### src/rtl/motoro3_step_pwm.sv
// motoro3_step_pwm: 3-phase 6-step commutator with PWM-chopped high-side gates.
// Config words are shadowed so a running PWM period never sees mid-period
// changes. The duty is clamped to honour the minimum MOS on/off time, and every
// step change (and every enable rise) opens a dead-time window with all gates off.
// All outputs are registered and are computed from the same next-state values
// as the internal counters, so they stay cycle-aligned with them.
module motoro3_step_pwm #(
  parameter int STEP_W = 25,
  parameter int PCT_W  = 8,
  parameter int PWM_W  = 12,
  parameter int DEAD   = 16
) (
  input  logic              clk,
  input  logic              nRst,
  input  logic              en,
  input  logic              dir,
  input  logic [STEP_W-1:0] m3reg_step_cnt_reload1,
  input  logic [PCT_W-1:0]  m3reg_power_percent,
  input  logic [PWM_W-1:0]  pwmLenWant,
  input  logic [PWM_W-1:0]  pwmMinMask,
  output logic [2:0]        m3_step,
  output logic              m3_step_tick,
  output logic              pwm_period_start,
  output logic              pwm_out,
  output logic [2:0]        m3_hi,
  output logic [2:0]        m3_lo
);

  localparam int PROD_W = PWM_W + PCT_W;
  localparam int DEAD_W = $clog2(DEAD + 1);

  localparam logic [DEAD_W-1:0] DEAD_LD   = DEAD_W'(DEAD);
  localparam logic [DEAD_W-1:0] DEAD_ZERO = {DEAD_W{1'b0}};
  localparam logic [DEAD_W-1:0] DEAD_ONE  = DEAD_W'(1);
  localparam logic [PWM_W-1:0]  LEN_ZERO  = {PWM_W{1'b0}};
  localparam logic [PWM_W-1:0]  LEN_ONE   = PWM_W'(1);
  localparam logic [PWM_W-1:0]  LEN_TWO   = PWM_W'(2);
  localparam logic [STEP_W-1:0] STEP_ZERO = {STEP_W{1'b0}};
  localparam logic [STEP_W-1:0] STEP_ONE  = STEP_W'(1);
  localparam logic [PCT_W-1:0]  PCT_ZERO  = {PCT_W{1'b0}};

  // Count start value for a step: reload-1, with reload 0 behaving like 1.
  function automatic logic [STEP_W-1:0] reload_start(input logic [STEP_W-1:0] r);
    if (r == STEP_ZERO) begin
      reload_start = STEP_ZERO;
    end else begin
      reload_start = r - STEP_ONE;
    end
  endfunction

  // Next commutation step, wrapping 5<->0 in either direction.
  function automatic logic [2:0] step_adv(input logic [2:0] s, input logic d);
    if (d) begin
      step_adv = (s == 3'd0) ? 3'd5 : s - 3'd1;
    end else begin
      step_adv = (s >= 3'd5) ? 3'd0 : s + 3'd1;
    end
  endfunction

  // High-side phase per step, bit order {W,V,U}.
  function automatic logic [2:0] hi_pat(input logic [2:0] s);
    case (s)
      3'd0:    hi_pat = 3'b001;
      3'd1:    hi_pat = 3'b001;
      3'd2:    hi_pat = 3'b010;
      3'd3:    hi_pat = 3'b010;
      3'd4:    hi_pat = 3'b100;
      3'd5:    hi_pat = 3'b100;
      default: hi_pat = 3'b000;
    endcase
  endfunction

  // Low-side phase per step, bit order {W,V,U}.
  function automatic logic [2:0] lo_pat(input logic [2:0] s);
    case (s)
      3'd0:    lo_pat = 3'b010;
      3'd1:    lo_pat = 3'b100;
      3'd2:    lo_pat = 3'b100;
      3'd3:    lo_pat = 3'b001;
      3'd4:    lo_pat = 3'b001;
      3'd5:    lo_pat = 3'b010;
      default: lo_pat = 3'b000;
    endcase
  endfunction

  // State
  logic              en_d;
  logic [STEP_W-1:0] sh_reload;
  logic [PCT_W-1:0]  sh_pct;
  logic [PWM_W-1:0]  sh_len;
  logic [PWM_W-1:0]  sh_min;
  logic [PWM_W-1:0]  duty;
  logic [PWM_W-1:0]  duty_use;
  logic [PWM_W-1:0]  pwm_cnt;
  logic              pwm_run;
  logic [STEP_W-1:0] step_cnt;
  logic [DEAD_W-1:0] dead;

  // Duty path
  logic [PROD_W-1:0] prod;
  logic [PROD_W-1:0] raw;
  logic [PROD_W-1:0] len_x;
  logic [PROD_W-1:0] min_x;
  logic [PWM_W-1:0]  duty_nx;

  // Next-state path
  logic              en_rise;
  logic              tick_nx;
  logic [2:0]        step_nx;
  logic [STEP_W-1:0] step_cnt_nx;
  logic [DEAD_W-1:0] dead_nx;
  logic              run_nx;
  logic              start_first;
  logic              wrap;
  logic              held_off;
  logic              ps_nx;
  logic              load_sh;
  logic [PWM_W-1:0]  pwm_cnt_nx;
  logic [PWM_W-1:0]  duty_use_nx;
  logic [PWM_W-1:0]  len_gov;
  logic              len_ok_nx;
  logic              pwm_out_nx;
  logic              pulse_nx;
  logic              gate_on;
  logic [2:0]        hi_nx;
  logic [2:0]        lo_nx;

  // Duty from the shadowed config: scale by pct, then clamp to min on/off time.
  always_comb begin
    prod    = PROD_W'(sh_len) * PROD_W'(sh_pct);
    raw     = prod >> PCT_W;
    len_x   = PROD_W'(sh_len);
    min_x   = PROD_W'(sh_min);
    duty_nx = LEN_ZERO;
    if (sh_pct == PCT_ZERO) begin
      duty_nx = LEN_ZERO;
    end else if (raw < min_x) begin
      duty_nx = sh_min;
    end else if ((min_x >= len_x) || (raw > (len_x - min_x))) begin
      duty_nx = sh_len;
    end else begin
      duty_nx = raw[PWM_W-1:0];
    end
  end

  // Next state of step sequencer, dead-time window, PWM counter and gates.
  always_comb begin
    en_rise     = en & ~en_d;
    tick_nx     = en & ~en_rise & (step_cnt == STEP_ZERO);
    step_nx     = m3_step;
    step_cnt_nx = step_cnt;
    dead_nx     = dead;

    if (tick_nx) begin
      step_nx = step_adv(m3_step, dir);
    end else begin
      step_nx = m3_step;
    end

    if (!en || en_rise) begin
      step_cnt_nx = reload_start(m3reg_step_cnt_reload1);
    end else if (step_cnt == STEP_ZERO) begin
      step_cnt_nx = reload_start(sh_reload);
    end else begin
      step_cnt_nx = step_cnt - STEP_ONE;
    end

    if (!en || en_rise || tick_nx) begin
      dead_nx = DEAD_LD;
    end else if (dead != DEAD_ZERO) begin
      dead_nx = dead - DEAD_ONE;
    end else begin
      dead_nx = DEAD_ZERO;
    end

    // PWM starts only once the first dead window after enable has expired;
    // later dead windows just mask the gates while the PWM keeps running.
    run_nx      = en & (pwm_run | (dead_nx == DEAD_ZERO));
    start_first = run_nx & ~pwm_run;
    wrap        = pwm_run & (sh_len >= LEN_TWO) & (pwm_cnt == (sh_len - LEN_ONE));
    // With a period shorter than 2 there is nothing running to protect, so the
    // shadows keep reloading every cycle until a usable length shows up.
    held_off    = pwm_run & (sh_len < LEN_TWO);
    ps_nx       = run_nx & (start_first | wrap | held_off);
    load_sh     = en_rise | ps_nx;

    if (!run_nx || ps_nx) begin
      pwm_cnt_nx = LEN_ZERO;
    end else begin
      pwm_cnt_nx = pwm_cnt + LEN_ONE;
    end

    if (ps_nx) begin
      duty_use_nx = duty;
    end else begin
      duty_use_nx = duty_use;
    end

    if (load_sh) begin
      len_gov = pwmLenWant;
    end else begin
      len_gov = sh_len;
    end
    len_ok_nx  = (len_gov >= LEN_TWO);
    pwm_out_nx = run_nx & len_ok_nx & (pwm_cnt_nx < duty_use_nx);
    pulse_nx   = ps_nx & len_ok_nx;

    gate_on = en & (dead_nx == DEAD_ZERO);
    if (gate_on) begin
      lo_nx = lo_pat(step_nx);
    end else begin
      lo_nx = 3'b000;
    end
    if (gate_on && pwm_out_nx) begin
      hi_nx = hi_pat(step_nx);
    end else begin
      hi_nx = 3'b000;
    end
  end

  // State and output registers with synchronous reset.
  always_ff @(posedge clk) begin
    if (nRst) begin
      en_d             <= 1'b0;
      sh_reload        <= STEP_ZERO;
      sh_pct           <= PCT_ZERO;
      sh_len           <= LEN_ZERO;
      sh_min           <= LEN_ZERO;
      duty             <= LEN_ZERO;
      duty_use         <= LEN_ZERO;
      pwm_cnt          <= LEN_ZERO;
      pwm_run          <= 1'b0;
      step_cnt         <= STEP_ZERO;
      dead             <= DEAD_LD;
      m3_step          <= 3'd0;
      m3_step_tick     <= 1'b0;
      pwm_period_start <= 1'b0;
      pwm_out          <= 1'b0;
      m3_hi            <= 3'b000;
      m3_lo            <= 3'b000;
    end else begin
      en_d <= en;
      if (load_sh) begin
        sh_pct <= m3reg_power_percent;
        sh_len <= pwmLenWant;
        sh_min <= pwmMinMask;
      end
      if (load_sh || tick_nx) begin
        sh_reload <= m3reg_step_cnt_reload1;
      end
      duty             <= duty_nx;
      duty_use         <= duty_use_nx;
      pwm_cnt          <= pwm_cnt_nx;
      pwm_run          <= run_nx;
      step_cnt         <= step_cnt_nx;
      dead             <= dead_nx;
      m3_step          <= step_nx;
      m3_step_tick     <= tick_nx;
      pwm_period_start <= pulse_nx;
      pwm_out          <= pwm_out_nx;
      m3_hi            <= hi_nx;
      m3_lo            <= lo_nx;
    end
  end

endmodule

### config.mk
export PLATFORM = sky130hd
export DESIGN_NAME = motoro3_step_pwm
export DESIGN_NICKNAME = d
export VERILOG_FILES = /design/src/rtl/motoro3_step_pwm.sv
export SDC_FILE = /design/constraint.sdc
export NUM_CORES = 1
export LEC_CHECK = 0
export CAP_MARGIN = 5
export CORE_AREA = 2 2 143 145
export DETAILED_ROUTE_END_ITERATION = 7
export DIE_AREA = 0 0 145 147
export DONT_BUFFER_PORTS = 1
export HOLD_SLACK_MARGIN = 0.08
export PLACE_DENSITY = 0.73
export SYNTH_ARGS = -nofsm -noshare
export SYNTH_HDL_FRONTEND = slang
export SYNTH_SLANG_ARGS = --single-unit
export TNS_END_PERCENT = 20
### constraint.sdc
create_clock -name clk -period 7.4 [get_ports clk]
set_input_delay 2.22 -clock clk [delete_from_list [all_inputs] [get_ports clk]]
set_output_delay 2.22 -clock clk [all_outputs]
set_load 0.01 [all_outputs]
==> summary.md, run 1 <==
| Metric | Value |
|---|---|
| Type of the most critical hold path | `register to register` |
| Commonest cells after routing, fill and taps aside | `153 x nor2_1, 137 x dfxtp_1, 120 x nand2_1` |
| Core area | `19800 um2` |
| Seq cells post-synth | `approximately 140` |
| Reg clk slew, reported paths | `roughly 0.060 ns` |
| Height of the chip | `~150 um` |
| Initial antenna violation count | `0` |
| Worst path max stage delay | `0.75 ns` |
| Slowest-stage cell, CP | `dfxtp_1` |
| Synthesized area | `11300 um2` |
| Netlist cell types | `77` |
| Layout cells sized above 1 | `between 6 and 7%` |
| Final Setup Violations | `0` |
| Cts hold-fix bufs | `0` |
| Cell taking the most area after synthesis | `dfxtp_1` |
| Setup bufs post-CTS | `0` |
| Final Cell Area | `between 10000 and 15000 um2` |
| 1st-pass router iterations | `5` |
| Simple-Gate Fraction of Synth Area | `between 20% and 30%` |
| FP Rows | `52` |
| Post-CTS sizing | `0` |
| Placed cell areas | `11500 um2` |
| Multiplexer share of the synthesized area | `under 10%` |
| Peak supply drop | `0.219 mV` |
| H-tree lvl count | `4` |
| Worst-Skew Late Latency | `0.44 ns` |
| Prevailing post-synth register cell | `dfxtp_1` |
| 1st-iter DRT viols | `626` |
| # IOs | `73` |
| Pin count of the biggest net entering global routing | `roughly 120` |
| Yosys warning count | `0` |
| Routed WL | `around 28 mm` |
| Vias per cell | `5.76` |
| Post-Syn Instances | `1377` |
| CTS Buf Count | `17` |
| Initial core utilization | `between 50% and 60%` |
| Largest family of logic cells by synthesized area | `simple AND/OR/NAND/NOR gates` |
| Mean Syn Cell Area | `8.23 um2` |
| Setup_tns | `0 ns` |
| Total chip power | `between 2000 and 2500 uW` |
| Fin. Hold Viols | `0` |
| Die ar. | `21300 um2` |
| Total track usage | `26.9%` |
| Min cycle time layout | `around 7 ns` |
| Rel. slew slack | `between 30% and 40%` |
| Number of clock sinks | `between 100 and 150` |
| Outcome | `finished clean` |
| Adder-cell share of the synthesized area | `around a fifth` |
| Area growth, synth to finish | `6.65%` |
| Crit path cell chain | `and2_1, fa_1, fa_1, fa_1, inv_1, fa_1, inv_1, ha_1, a21o_1, a21oi_2, o21ai_1, o21ai_2, buf_4, or2b_1, a21oi_1, xnor2_1, ha_1, a21o_1, a21oi_1, o311ai_2, maj3_2, a31oi_4, or2_4, o211ai_1` |
| P_leak | `around 0.0053 uW` |
| Compound-gate portion of the synthesized area | `13.1%` |
| First-pass GRT wire length | `between 40 and 50 mm` |
| CTS tree | `yes` |
| GRT Residual Overflow | `0` |
| Max FO, Critical Path | `16` |
| Detailed-placement wirelength estimate | `around 21 mm` |
| Worst Clk Skew | `about 0.013 ns` |
| ANT cells | `0` |
| Worst-margin pin slew | `about 0.99 ns` |
| GPL Wtd Cong | `0.944` |
| Fin worst setup slack | `between 0.4 and 0.5 ns` |
| Die width | `approximately 150 um` |
| IO Port Bufs | `0` |
| DRC viols | `0` |
| Drt wl/cell | `17.2 um` |
| CP dominant cell by count | `fa_1` |
| Commonest non-fill, non-tap cell in the layout | `nor2_1` |
| Async SR Flop Fraction | `0%` |
| Post-synthesis sequential area ratio | `24.2%` |
| Number of global-route vias before repair | `between 9000 and 10000` |
| Worst Path Required | `between 7 and 8 ns` |
| Startpoint type of the worst setup path | `register` |
| Area contributors post-synth | `dfxtp_1 24%, fa_1 11%, ha_1 10%` |
| Final Cycle Share | `a little over nine tenths` |
| Fmax | `between 0.1 and 0.15 GHz` |
| Layout fillers | `between 1500 and 2000` |
| Share of the synthesized area in the top cell type | `approximately a quarter` |
| EDFF count, synth | `0` |
| Post-Syn Nets | `around 1600` |
| Crit end category | `register` |
| DP Worst Slack | `0.481 ns` |
| Nets@finish | `between 1500 and 2000` |
| CP Class | `register to register` |
| Vias | `9381` |
| Maxcap violations | `0` |
| Unrepaired setup endpoints after global routing | `no` |
| Flop2flop setup slack | `just over 0.4 ns` |
| Antenna Violating Nets Remaining | `0` |
| CP arrival | `roughly 7.3 ns` |
| Max-slew violation count | `0` |
| Clock root buffer | `clkbuf_16` |
| Pwr/cell area | `~180 nW/um2` |
| Xor/xnor share of the synthesized area | `8.27%` |
| CTS max path bufs | `2` |
==> kinds of logic (layout without fill, tap and decap cells) <==
kind of cell	after synthesis	after routing
buf+inv	173	155
mux	30	30
xor+xnor	107	107
fa+ha+maj	152	152
compound gates	223	223
simple gates	555	555
flops	137	137
==> sequential cells by signal, indices dropped and copies added (netlist names), 5 cells and up <==
name       flops
pwm_cnt       12
sh_reload     25
sh_len        12
duty_use      12
step_cnt      25
sh_pct         8
sh_min        12
duty          12
dead           5
==> worst max-delay path, delay by kind of cell (launching register included) <==
family	cells	cell delay, ns
adders and majority gates	7	3.04
AOI/OAI and AO/OA	10	1.81
and+or+nand+nor	3	0.79
DFF	1	0.75
buffers and inverters	3	0.26
xor gates and xnor gates	1	0.22
==> synth_stat cells, drive strengths merged (17+ instances only) <==
master and n:
a21o 17, a21oi 98, and2 87, clkbuf 50
dfxtp 137, fa 60, ha 91, inv 107
mux2i 29, nand2 120, nand2b 18, nand3 29
nor2 154, nor3 65, nor4 25, o21ai 24
o22ai 23, xnor2 67, xor2 40
==> stage by stage <==
step	hold WS, ns	cells	utilization, %
floorplan	0.422	1377	-
global placement	0.439	1597	57.8
detailed placement	0.452	1597	57.8
CTS	0.460	1629	60.9
global route	0.481	1629	60.9
finish	0.464	1629	60.9
==> layout make-up <==
type	count	area, um2	area share (%)
clock buffers	19	453	3.75
clock inverters	13	155	1.28
inverters	107	402	3.32
multi-input cells	1067	7870	65.2
flip-flops and latches	137	2740	22.7
well taps	270	338	2.80
repair buffers	16	120	0.994
==> routing by layer <==
layer	track usage [%]	part of all wire [%]	wire length, um
met5	0	0	0
met4	13.3	4.4	1230
met3	4.72	6.0	1680
met2	46.2	48	13500
met1	32.7	42	11700
==> worst paths after layout <==
kind                        to  cells after the start    startpoint
hold / removal    sh_reload[0]                      2  sh_reload[0]
setup reg to reg       duty[1]                     24     sh_len[3]
hold reg to reg   sh_reload[0]                      2  sh_reload[0]
setup / recovery       duty[1]                     24     sh_len[3]
==> where the power goes <==
group	total, uW	switching (uW)	internal (uW)
Sequential	822	50.3	772
Combinational	496	291	205
Clock	884	360	524
Power figures use the tool's default switching activity.
==> run 2, diff against run 1 <==
--- a/config.mk
+++ b/config.mk
@@ -6,12 +6,12 @@
 export NUM_CORES = 1
 export LEC_CHECK = 0
 export CAP_MARGIN = 5
-export CORE_AREA = 2 2 143 145
+export CORE_AREA = 2 2 147 149
 export DETAILED_ROUTE_END_ITERATION = 7
-export DIE_AREA = 0 0 145 147
+export DIE_AREA = 0 0 149 151
 export DONT_BUFFER_PORTS = 1
 export HOLD_SLACK_MARGIN = 0.08
-export PLACE_DENSITY = 0.73
+export PLACE_DENSITY = 0.7
 export SYNTH_ARGS = -nofsm -noshare
 export SYNTH_HDL_FRONTEND = slang
 export SYNTH_SLANG_ARGS = --single-unit
==> run 2 against run 1 <==
Clock power fell by 11%. Global-route usage decreased by 1.4 points. Sequential share of layout area is 0.13 points higher. Worst hold slack worse by 0.0048 ns. Combinational power down 1%. Critical path depth unchanged. Critical path type unchanged.
==> summary.md, run 2 (synthesis gave the netlist of run 1 again) <==
| Metric | Value |
|---|---|
| First-pass GRT wire length | `approximately 46 mm` |
| H-tree lvl count | `4` |
| Rel. slew slack | `roughly a third` |
| Outcome | `finished clean` |
| # IOs | `between 70 and 80` |
| R2r endpoint | `duty[11]` |
| Total chip power | `2100 uW` |
| Fmax | `0.143 GHz` |
| Total track usage | `approximately 25%` |
| CTS tree | `yes` |
| Final Cell Area | `around 12000 um2` |
| Worst Path Required | `7.70 ns` |
| Setup_tns | `0 ns` |
| FP Rows | `53` |
| Worst path max stage delay | `between 0.7 and 0.8 ns` |
| Crit path cell chain | `and2_1, fa_1, fa_1, fa_1, inv_1, fa_1, inv_1, ha_1, a21o_1, a21oi_2, o21ai_1, o21ai_2, buf_4, or2b_1, a21oi_1, xnor2_1, ha_1, a21o_1, a21oi_1, o311ai_2, maj3_2, a31oi_4, or2_4, o211ai_1` |
| Peak supply drop | `between 0.15 and 0.2 mV` |
| Antenna Violating Nets Remaining | `0` |
| Number of global-route vias before repair | `roughly 9200` |
| Hold Path End | `dead[0]` |
| Nets@finish | `approximately 1600` |
| Initial antenna violation count | `0` |
| Hold depth | `1` |
| ANT cells | `0` |
| Commonest non-fill, non-tap cell in the layout | `nor2_1` |
| Crit end category | `register` |
| Setup bufs post-CTS | `0` |
| Routed WL | `between 20 and 30 mm` |
| Worst r2r src | `sh_len[3]` |
| Core area | `between 20000 and 25000 um2` |
| IO Port Bufs | `0` |
| DP Worst Slack | `around 0.45 ns` |
| Biggest regs | `sh_reload (25), step_cnt (25)` |
| Worst r2r path cells | `24` |
| P_leak | `between 0.005 and 0.006 uW` |
| Worst Clk Skew | `approximately 0.014 ns` |
| Startpoint type of the worst setup path | `register` |
| Hold_sp | `dead[0]` |
| GRT Residual Overflow | `0` |
| CTS Buf Count | `17` |
| CP Buf/Inv Count | `3` |
| Cts hold-fix bufs | `0` |
| Commonest cells after routing, fill and taps aside | `153 x nor2_1, 137 x dfxtp_1, 120 x nand2_1` |
| Max FO, Critical Path | `16` |
| CP dominant cell by count | `fa_1` |
| Vias | `roughly 9300` |
| Die width | `149 um` |
| Final Setup Violations | `0` |
| Worst hold slack | `~0.46 ns` |
| Unrepaired setup endpoints after global routing | `no` |
| Drt wl/cell | `about 17 um` |
| Pin count of the biggest net entering global routing | `around 120` |
| Final Cycle Share | `94.8%` |
| Placed cell areas | `11500 um2` |
| Pwr/cell area | `~180 nW/um2` |
| Number of clock sinks | `between 100 and 150` |
| Clock root buffer | `clkbuf_16` |
| Slowest-stage cell, CP | `dfxtp_1` |
| Area growth, synth to finish | `6.06%` |
| Fin worst setup slack | `0.384 ns` |
| Worst-Skew Late Latency | `between 0.4 and 0.5 ns` |
| Min cycle time layout | `7.02 ns` |
| Maxcap violations | `0` |
| 1st-pass router iterations | `7` |
| Post-CTS sizing | `0` |
| Reg clk slew, reported paths | `0.06 ns` |
| CTS max path bufs | `2` |
| 1st-iter DRT viols | `just over 700` |
| Height of the chip | `~150 um` |
| Worst-margin pin slew | `roughly 1 ns` |
| GPL Wtd Cong | `0.901` |
| Flop2flop setup slack | `0.38 ns` |
| Type of the most critical hold path | `register to register` |
| CP Class | `register to register` |
| Fin. Hold Viols | `0` |
| Initial core utilization | `54.4%` |
| Max-slew violation count | `0` |
| Detailed-placement wirelength estimate | `roughly 21 mm` |
| DRC viols | `0` |
| Vias per cell | `5.72` |
| CP arrival | `approximately 7.3 ns` |
| Crit path max-delay family | `adder cells` |
| Layout cells sized above 1 | `6.19%` |
| Die ar. | `22500 um2` |
[run 2: worst max path at each step]
stage / from / cells past startpoint / endpoint / slack (ns)
6_report: sh_len[3] / 24 / duty[11] / 0.38
3_3_place_gp: sh_len[3] / 24 / duty[7] / 0.61
4_1_cts: sh_len[3] / 24 / duty[11] / 0.42
2_1_floorplan: sh_len[2] / 25 / duty[6] / 0.92
5_1_grt: sh_len[3] / 24 / duty[7] / 0.02
3_5_place_dp: sh_len[3] / 24 / duty[11] / 0.45
[run 2: final cells by class]
cell class | count | area (um2)
clock buffers | 17 | 425
inverters | 107 | 402
clock inverters | 15 | 118
fillers | 1847 | 8810
multi-input cells | 1067 | 7870
well taps | 275 | 344
flip-flops and latches | 137 | 2740
repair buffers | 15 | 113
[run 2: through the flow]
step           utilization (%)  std cells
2_1_floorplan                -       1377
3_3_place_gp              55.1       1601
3_5_place_dp              55.1       1601
4_1_cts                   57.7       1633
5_1_grt                   57.7       1633
6_report                  57.7       1633
[run 2: routing by layer]
layer  part of all wire [%]  vias to the layer above  wire [um]  GRT usage, %
met4                    2.5                        0        689          8.81
met5                      0                        -          0             0
met1                     44                     4438      12200          32.8
li1                       -                     4609          -             -
met3                    5.4                       50       1500          4.49
met2                     48                      247      13200          43.2
[run 2: where the power goes]
group / internal (uW) / total, uW / switching [uW]
clock: 434 / 789 / 355
sequential: 772 / 824 / 51.4
combinational: 204 / 491 / 287
